## config.mk

```make
export PLATFORM = sky130hd
export DESIGN_NAME = icache_line_fetcher
export DESIGN_NICKNAME = d
export VERILOG_FILES = /design/src/rtl/mmm_pkg.sv /design/src/rtl/icache_line_fetcher.sv
export SDC_FILE = /design/constraint.sdc
export NUM_CORES = 1
export LEC_CHECK = 0
export CELL_PAD_IN_SITES_DETAIL_PLACEMENT = 0
export CELL_PAD_IN_SITES_GLOBAL_PLACEMENT = 1
export CORE_UTILIZATION = 33
export DETAILED_ROUTE_END_ITERATION = 8
export GPL_ROUTABILITY_DRIVEN = 0
export PLACE_DENSITY = 0.85
export SYNTH_ARGS = -nofsm -noshare
export SYNTH_HDL_FRONTEND = slang
export SYNTH_SLANG_ARGS = --single-unit
```

## constraint.sdc

```tcl
create_clock -name clk_i -period 2.55 [get_ports clk_i]
set_clock_uncertainty 0.15 [all_clocks]
set_input_delay 0.51 -clock clk_i [delete_from_list [all_inputs] [get_ports clk_i]]
set_output_delay 0.51 -clock clk_i [all_outputs]
set_load 0.05 [all_outputs]
```

## src/rtl/mmm_pkg.sv

```systemverilog
// Shared fetch-stage parameters, the line-fetcher state type and a line-alignment helper.
package mmm_pkg;
  localparam int XLEN          = 32;
  localparam int ILEN          = 32;
  localparam int ICACHE_OFFSET = 2;
  localparam int OFFSET        = 2;
  localparam int LINE_OFF      = ICACHE_OFFSET + OFFSET;
  localparam int LINE_W        = 8 << LINE_OFF;

  typedef enum logic [1:0] {
    IDLE = 2'd0,
    REQ  = 2'd1,
    WAIT = 2'd2
  } fetcher_state_t;

  // Clears the byte-in-line bits so two PCs in the same line compare equal.
  function automatic logic [XLEN-1:0] line_align(input logic [XLEN-1:0] addr);
    logic [XLEN-1:0] mask;
    mask = '1;
    mask = mask << LINE_OFF;
    return addr & mask;
  endfunction
endpackage

```

## src/rtl/icache_line_fetcher.sv

```systemverilog
// Single-line instruction buffer: serves hits combinationally and refills one line at a time
// from the icache, with flush able to discard a refill that is already in flight.
module icache_line_fetcher
  import mmm_pkg::*;
(
  input  logic                  clk_i,
  input  logic                  rst_ni,
  input  logic                  fetch_req_i,
  input  logic [XLEN-1:0]       pc_i,
  input  logic                  flush_i,
  input  logic                  here_i,
  input  logic                  will_be_here_i,
  output logic [XLEN-1:0]       line_pc_o,
  output logic                  line_valid_o,
  output logic [XLEN-1:0]       prev_pc_o,
  output logic [ILEN-1:0]       instr_o,
  output logic                  instr_valid_o,
  output logic                  icache_req_valid_o,
  input  logic                  icache_req_ready_i,
  output logic [XLEN-1:0]       icache_req_addr_o,
  input  logic                  icache_resp_valid_i,
  input  logic [LINE_W-1:0]     icache_resp_data_i,
  output fetcher_state_t        state_o
);
  fetcher_state_t          r_state, w_state_next;
  logic                    r_line_valid;
  logic                    r_discard;
  logic [XLEN-1:0]         r_line_pc;
  logic [XLEN-1:0]         r_prev_pc;
  logic [LINE_W-1:0]       r_line_data;
  logic                    w_miss;
  logic                    w_resp_in_wait;
  logic                    w_fill;
  logic [ICACHE_OFFSET-1:0] w_word_idx;

  assign w_miss         = fetch_req_i & ~here_i & ~will_be_here_i & ~flush_i;
  assign w_resp_in_wait = (r_state == WAIT) & icache_resp_valid_i;
  assign w_fill         = w_resp_in_wait & ~r_discard & ~flush_i;
  assign w_word_idx     = pc_i[LINE_OFF-1:OFFSET];

  // Request handshake: valid/addr are held from entering REQ until the edge where valid & ready.
  always_comb begin
    w_state_next       = r_state;
    icache_req_valid_o = 1'b0;
    unique case (r_state)
      IDLE: if (w_miss) w_state_next = REQ;
      REQ: begin
        icache_req_valid_o = 1'b1;
        if (icache_req_ready_i) w_state_next = WAIT;
      end
      WAIT: if (icache_resp_valid_i) w_state_next = IDLE;
      default: w_state_next = IDLE;
    endcase
  end

  always_ff @(posedge clk_i) begin
    if (!rst_ni) begin
      r_state      <= IDLE;
      r_line_valid <= 1'b0;
      r_discard    <= 1'b0;
      r_line_pc    <= '0;
      r_prev_pc    <= '0;
      r_line_data  <= '0;
    end else begin
      r_state <= w_state_next;
      if ((r_state == IDLE) && w_miss) r_prev_pc <= line_align(pc_i);
      // The response retires the refill, so the discard marker dies with it.
      if (w_resp_in_wait) r_discard <= 1'b0;
      else if (flush_i && (r_state != IDLE)) r_discard <= 1'b1;
      if (flush_i) r_line_valid <= 1'b0;
      else if (w_fill) r_line_valid <= 1'b1;
      if (w_fill) begin
        r_line_data <= icache_resp_data_i;
        r_line_pc   <= r_prev_pc;
      end
    end
  end

  assign line_pc_o         = r_line_pc;
  assign line_valid_o      = r_line_valid;
  assign prev_pc_o         = r_prev_pc;
  assign icache_req_addr_o = r_prev_pc;
  assign instr_valid_o     = fetch_req_i & here_i & ~flush_i;
  assign instr_o           = r_line_data[w_word_idx*ILEN +: ILEN];
  assign state_o           = r_state;
endmodule
```

Word level (Yosys, flattened, before mapping)
Cells that the tools add are included.
{"block": "word_totals", "reg_bits": 188, "latchBits": 0, "ramBits": 0, "rom_bits": 0, "inputBits": 168, "wordCells": 37, "memories": 0}
{"block": "op_classes", "add_sub_neg": 0, "multipliers": 0, "div": 0, "order_cmp": 0, "n_eq_ne": 5, "n_shift": 1, "n_mux": 5, "bitwise_logic": 13, "reduce_logical": 7}
{"operator": "$shiftx A128 B8 Y32", "n": 1}
{"operator": "$and A1 B1 Y1", "n": 8}
{"operator": "$mux W2", "n": 3}
{"operator": "$ne A2 B2 Y1 const B", "n": 3}
{"operator": "$pmux W2 S3", "n": 1}
{"operator": "$not A1 Y1", "n": 5}
{"operator": "$reduce_or A2 Y1", "n": 2}
{"operator": "$reduce_and A3 Y1", "n": 1}
{"operator": "$eq A2 B1 Y1 const B", "n": 1}
{"operator": "$eq A2 B2 Y1 const B", "n": 1}
{"operator": "$logic_and A1 B1 Y1", "n": 2}
{"operator": "$logic_not A2 Y1", "n": 1}
{"operator": "$reduce_bool A2 Y1", "n": 1}
{"operator": "$mux W1", "n": 1}

Depth between registers and ports, before layout
Gate-level depths: netlist of the first run.
{"block": "logic_depth", "word_depth": 6, "depth_mapped": 5}

Least setup slack after synthesis of the first run
No wires, ideal clock.
{"block": "synth_timing", "path_type": "input -> output", "start": "in pc_i[2]", "end": "out instr_o[10]", "t_arrival_ps": 1722, "t_required_ps": 1890, "slack_ps": 168, "path_stages": 3, "path_buffers": 2, "path_cell_list": "clkbuf_1 > buf_2 > mux4_2"}
{"block": "synth_between", "elab_chain_cells": 1}
{"element": "from (decl)", "line": "icache_line_fetcher.sv:9", "text": "input logic [XLEN-1:0] pc_i,"}
{"element": "$shiftx A128 B8 Y32", "line": "icache_line_fetcher.sv:84", "text": "assign instr_o = r_line_data[w_word_idx*ILEN +: ILEN];"}
{"element": "to (decl)", "line": "icache_line_fetcher.sv:16", "text": "output logic [ILEN-1:0] instr_o,"}
No other way between the ends.

Worst setup path after layout of the first run
{"block": "layout_timing", "start": "reg r_state[1] (netlist: state_o[1])", "end": "out state_o[1]"}
{"element": "from (decl)", "line": "icache_line_fetcher.sv:25", "text": "fetcher_state_t r_state, w_state_next;"}
{"element": "from (signal assigned)", "line": "icache_line_fetcher.sv:65", "text": "r_state <= w_state_next;"}
{"element": "to (decl)", "line": "icache_line_fetcher.sv:23", "text": "output fetcher_state_t state_o"}
No word-level cell between the ends.

==> key figures, run 1 <==
Global routing
  • Global-route usage over all layers: roughly 17%
  • Vias in the first global route: 6581
  • Largest net degree at the start of global routing: 63
  • Antenna violations before repair: 3
  • GRT Residual Overflow: 0
  • First-pass GRT wire length: 34710 um

Floorplan
  • Chip Width: about 160 um
  • Core area: ~25000 um^2
  • I/O Pins: roughly 300
  • Die height: 160.9 um
  • Full die area: roughly 26000 um^2
  • Cell Rows: 57
  • Initial core utilization: 33.96%

Critical path
  • Path depth of the worst reg2reg path: 5
  • Reg2reg end: r_line_data[26]$_SDFFE_PN0P_
  • CP Launch Type: flip-flop
  • Worst-path maximum fanout: 7
  • Worst path slowest cell: clkdlybuf4s50_1
  • Worst Setup Path Type: reg2out
  • Crit-path cells: clkdlybuf4s50_1
  • CP Capture Type: output pin
  • WP depth: 1
  • CP Launch Point: state_o[1]$_SDFFE_PN0P_
  • R2R Setup Slk: around 700 ps
  • Crit path largest cell delay: around 850 ps
  • CP bufs+invs: 1
  • Critical Path End: state_o[1]
  • CP Data Required Time: 1890 ps
  • Arr. time, crit path: 1730 ps
  • Delay-heaviest family, CP: buffers and inverters
  • R2R Path Start: state_o[1]$_SDFFE_PN0P_

Clock tree
  • CTS Buf Count: 17
  • CTS tree: yes
  • CTS max path bufs: 2
  • Hold-fix buffers, CTS: 0
  • Postcts setup bufs: 0
  • Worst-skew pair later-pin latency: 430 ps
  • Worst-path clk slew: 70 ps
  • H-tree depth: 4
  • Clock Tree Root: clkbuf_16
  • Clk sinks: 188

STA
  • Worst hold-check slack: ~310 ps
  • Slew Limit Fails: 0
  • RSZ-0062 raised after global routing: false
  • Crit path time final: 2389 ps
  • Final Cycle Share: 93.71%
  • Hold Violations, Final: 0
  • Slew @ Worst Pin: 556.1 ps
  • Setup_tns: 0 ps
  • Slew headroom: 62.81%
  • Final setup violation count: 0
  • Fmax: 418.5 MHz

Detailed routing
  • DRT Wirelength: 21680 um
  • Initial DRC Count: 338
  • Drt first pass iters: 4
  • ANT nets after route: 0
  • DR DRC count: 0
  • Drt wl/cell: 15.00 um
  • Vias per Instance: 4.580
  • Via count: 6623

Logic synthesis
  • Synth top area cells: dfxtp_1 (45%), mux2i_1 (22%), nand2_1 (15%), mux4_2 (8.7%), buf_4 (5.0%)
  • Yosys top cell area share: 45.18%
  • Post-synth cell types: 22
  • Post-synthesis cell count: 868
  • Yosys top cell by area: dfxtp_1
  • Synthesized area per cell: 9.597 um^2
  • Register area share after synthesis: 45.18%
  • FF+latch count, synth: 188
  • Number of warnings issued by yosys: 0
  • Post-Syn Area: 8330 um^2

Cells and area
  • Layout Nets: 1276
  • Layout cells sized above 1: 11.69%
  • Fillcell total: 2309
  • Area Growth Syn to Fin: 45.58%

Placed design
  • Dpl hpwl: 15580 um
  • Port bufs: 286

Job
  • Maximum Capacitance Violations: 0

Min path
  • Hold_sp: r_line_data[96]$_SDFFE_PN0P_
  • Worst min-delay path category: reg2reg

Power
  • Pwr dens: 528.1 nW/um^2
  • Maximum VDD drop: 0.0003438 V
  • Static Leak: around 4.5 nW

Outcome
  • Outcome: complete, no violations
-- flip-flops by register name, indices dropped and copies added (netlist names) --
register,count
r_line_data,128
icache_req_addr_o,28
r_discard,1
line_pc_o,28
line_valid_o,1
state_o,2
-- cell usage in the layout (no fill, tap or decap), types with 3 or more instances in the layout --
| master | instances |
|---|---|
| dfxtp_1 | 188 |
| conb_1 | 12 |
| buf_4 | 34 |
| nand2_1 | 341 |
| clkbuf_16 | 17 |
| inv_8 | 5 |
| clkbuf_8 | 3 |
| inv_6 | 3 |
| mux2i_1 | 184 |
| clkdlybuf4s50_1 | 249 |
| buf_12 | 28 |
| mux4_2 | 32 |
-- report_power, final --
group | internal, mW | leakage (nW) | total [mW] | switching, mW
registers | 2.95 | 1.51 | 2.96 | 0.0125
logic | 0.349 | 2.71 | 0.681 | 0.332
clock network | 1.48 | 0.300 | 2.76 | 1.28
total | 4.78 | 4.52 | 6.40 | 1.63
-- cell usage after synthesis (all sizes together) --
library cell and n:
nand2 341, dfxtp 188, mux2i 184, buf 74, mux4 32, clkbuf 31
a21oi 2, inv 2, nand2b 2, nor2b 2, a22oi 1, and3 1
conb 1, nand3 1, nand3b 1, nor2 1, nor3 1, nor4 1
o211a 1, o21ai 1
-- what timing repair did --
action                                  CTS  global route
resized for setup                         1             0
endpoints found under the setup margin    1             0
hold endpoints to repair                  0             0
-- through the flow --
stage               std cells  power (mW)  worst slack, ps  area, um^2  utilization [%]
global placement         1413       3.712            197.8       11510            46.93
global route             1446       6.683            79.34       12130            49.43
floorplan                 879       3.367            167.5        8372                -
detailed placement       1413       3.716            193.2       11510            46.93
CTS                      1445       6.502            140.0       12130            49.42
finish                   1446       6.405            160.5       12130            49.43
-- layout make-up --
| class | count | area [um^2] | area share (%) |
|---|---|---|---|
| Sequential cell | 188 | 3764 | 31.03 |
| Multi-Input combinational cell | 584 | 3995 | 32.94 |
| Inverter | 2 | 7.507 | 0.06190 |
| Tap cell | 324 | 405.4 | 3.343 |
| Antenna cell | 1 | 2.502 | 0.02063 |
| Timing Repair Buffer | 315 | 3342 | 27.56 |
| Clock inverter | 12 | 145.1 | 1.197 |
| Clock buffer | 20 | 466.7 | 3.848 |
-- logic make-up (layout without fill, tap and decap cells) --
family                 count (synthesis)  count (layout)  share of synthesized area (%)
AOI/OAI and AO/OA                      5               5                         0.3905
buffers and inverters                107             349                          7.495
DFF                                  188             188                          45.18
muxes                                216             216                          30.76
other                                  1              13                        0.04502
and+or+nand+nor                      351             351                          16.13
-- metal layers --
metal	share of wire (%)	vias to the layer above	track usage, %
met3	7.1	15	5.682
met1	44	3086	21.35
met4	1.2	2	4.803
met2	47	210	27.96
met5	0.078	-	0
li1	-	3310	-
-- worst min path at each step --
stage                     cells after the start                            end
final                                         2   r_line_data[96]$_SDFFE_PN0P_
after global routing                          2   r_line_data[82]$_SDFFE_PN0P_
after CTS                                     2     line_pc_o[21]$_SDFFE_PN0P_
after detailed placement                      2   r_line_data[65]$_SDFFE_PN0P_
after global placement                        2  r_line_data[110]$_SDFFE_PN0P_
after floorplan                               2   r_line_data[64]$_SDFFE_PN0P_
(Power assumes the default switching activity.)
==> inputs of run 2 (changes only) <==
--- a/config.mk
+++ b/config.mk
@@ -11,6 +11,7 @@
 export DETAILED_ROUTE_END_ITERATION = 8
 export GPL_ROUTABILITY_DRIVEN = 0
 export PLACE_DENSITY = 0.85
+export RECOVER_POWER = 50
 export SYNTH_ARGS = -nofsm -noshare
 export SYNTH_HDL_FRONTEND = slang
 export SYNTH_SLANG_ARGS = --single-unit
==> run 2 against run 1 <==
- routed wire length about the same
- sequential power is essentially flat
- global-route usage stayed put
- design area is 0.67% lower
- non-clock buffer count unchanged
- critical endpoint is now r_line_data[26]$_SDFFE_PN0P_
- highest routed layer unchanged
==> key figures, run 2 (synthesized netlist as in run 1, its figures left out) <==
Power
  • Maximum VDD drop: 0.0003430 V
  • Sequential Power Share: roughly 46%
  • Switching share of power: around a quarter
  • Post-layout power: 6.400 mW
  • Psw: 1.623 mW
  • Static Leak: between 4 and 5 nW
  • Clock power share: 43.2%
  • Pint: 4.777 mW
  • Combinational Power Share: 10.6%
  • Pwr dens: 531.2 nW/um^2

Min path
  • Hold_sp: r_discard$_SDFFE_PP0P_
  • Worst min-delay path category: reg2reg
  • Worst hold endpoint: r_discard$_SDFFE_PP0P_
  • Worst Hold Path Cells: 2

STA
  • Final Cycle Share: 93.81%
  • Setup_tns: 0 ps
  • Fmax: around 420 MHz
  • RSZ-0062 raised after global routing: false
  • Hold Violations, Final: 0
  • Slew Limit Fails: 0
  • Slew headroom: a little under a quarter
  • Slew @ Worst Pin: ~1100 ps
  • Final setup violation count: 0
  • Crit path time final: 2392 ps

Floorplan
  • Core area: 24530 um^2
  • Initial core utilization: 33.96%
  • Die height: 160.9 um
  • Cell Rows: 57
  • Chip Width: 160.9 um
  • I/O Pins: approximately 300
  • Full die area: 25880 um^2

Global routing
  • First-pass GRT wire length: around 35000 um
  • GRT Residual Overflow: 0
  • Largest net degree at the start of global routing: 63
  • Vias in the first global route: 6581
  • Global-route usage over all layers: 17.08%
  • Antenna violations before repair: 3

Clock tree
  • Clock Tree Root: clkbuf_16
  • Worst-skew pair later-pin latency: between 400 and 500 ps
  • CTS max path bufs: 2
  • CTS Buf Count: 17
  • Hold-fix buffers, CTS: 0
  • CTS tree: yes
  • Clk sinks: 188
  • Worst-path clk slew: 70 ps
  • H-tree depth: 4

Cells and area
  • Finished Layout Cells: 1446
  • Layout cells sized above 1: 10.88%
  • Reg with most FFs: r_line_data
  • Final core occ: approximately half
  • Design Area, Final: 12050 um^2
  • Commonest non-fill, non-tap cells in the layout: nand2_1 (341), clkdlybuf4s50_1 (247), dfxtp_1 (188)
  • Area Growth Syn to Fin: 44.61%
  • Multi-input logic area: between 3000 and 4000 um^2
  • Fillcell total: approximately 2300
  • Most common cell after layout, fill and taps aside: nand2_1
  • Max FFs per register: 128
  • FF+latch area: 3764 um^2
  • Layout Nets: about 1300

Detailed routing
  • Via count: 6618
  • DRT Wirelength: 21680 um
  • Vias per Instance: approximately 4.6
  • DR DRC count: 0
  • Drt wl/cell: 14.99 um
  • Initial DRC Count: 329
  • ANT nets after route: 0
  • Drt first pass iters: 7

Placed design
  • Placed Cells: 1413
  • Dpl hpwl: approximately 16000 um
  • Port bufs: 286
  • Cell Area, Placed: 11510 um^2

Critical path
  • Reg2reg end: r_line_data[26]$_SDFFE_PN0P_
  • Worst Setup Path Type: in2reg
  • R2R Setup Slk: 260 ps
  • CP Data Required Time: 2750 ps
  • CP Capture Type: flip-flop
  • CP Launch Type: input pin
  • Arr. time, crit path: around 2600 ps
  • Path depth of the worst reg2reg path: 5
  • Worst-path maximum fanout: 29
  • R2R Path Start: state_o[1]$_SDFFE_PN0P_

Job
  • Maximum Capacitance Violations: 0

Outcome
  • Outcome: complete, no violations
[run 2: changes by cell type in the layout (fill, tap and decap cells not counted), sizes merged]
cell / delta
buf: -11
clkbuf: +11
clkdlybuf4s50: -2
dlygate4sd3: +2
[run 2: routing by layer]
metal  vias up  part of all wire, %  global-route usage, %
met5         -                0.078                      0
met4         2                  1.2                  4.803
met3        15                  7.3                  5.682
met2       229                   48                  27.96
met1      3062                   44                  21.35
li1       3310                    -                      -
[run 2: metrics by stage]
step | worst slack (ps) | hold WS (ps)
floorplan | 167.5 | 281.5
global placement | 197.8 | 289.8
detailed placement | 193.2 | 294.7
CTS | 140.0 | 308.4
global route | 41.22 | 318.3
finish | 157.9 | 301.7
[run 2: repair_timing]
action,in CTS,in global routing
setup buffers,0,0
resized for setup,1,0
setup endpoints to repair,1,0
[run 2: final cells by class]
class                   instances  share of cell area [%]
clock buffers                  20                   3.874
repair buffers                315                   27.16
flip-flops and latches        188                   31.24
diodes                          1                 0.02077
inverters                       2                 0.06232
multi-input cells             584                   33.07
well taps                     324                   3.365
clock inverters                12                   1.205
[run 2: critical path: stages]
cell and delay (ps):
dlygate4sd3_1 580, nor3_1 570, buf_12 320, clkbuf_4 350, mux2i_1 240
[run 2: worst max-delay path by stage]
stage	startpoint	end	slack, ps	cells past startpoint
4_1_cts	state_o[0]$_SDFFE_PN0P_	state_o[0]	140	1
5_1_grt	flush_i	r_line_data[26]$_SDFFE_PN0P_	40	5
3_5_place_dp	pc_i[2]	instr_o[0]	190	4
6_report	flush_i	r_line_data[26]$_SDFFE_PN0P_	160	5
3_3_place_gp	pc_i[2]	instr_o[25]	200	4
2_1_floorplan	pc_i[2]	instr_o[10]	170	3
[run 2: power groups by stage]
stage | clock network (mW) | registers, mW | logic, mW
after detailed placement | 0 | 3.03 | 0.687
after global routing | 2.99 | 2.96 | 0.727
after global placement | 0 | 3.03 | 0.683
after floorplan | 0 | 3.06 | 0.306
after CTS | 2.85 | 2.96 | 0.690
final | 2.76 | 2.96 | 0.678
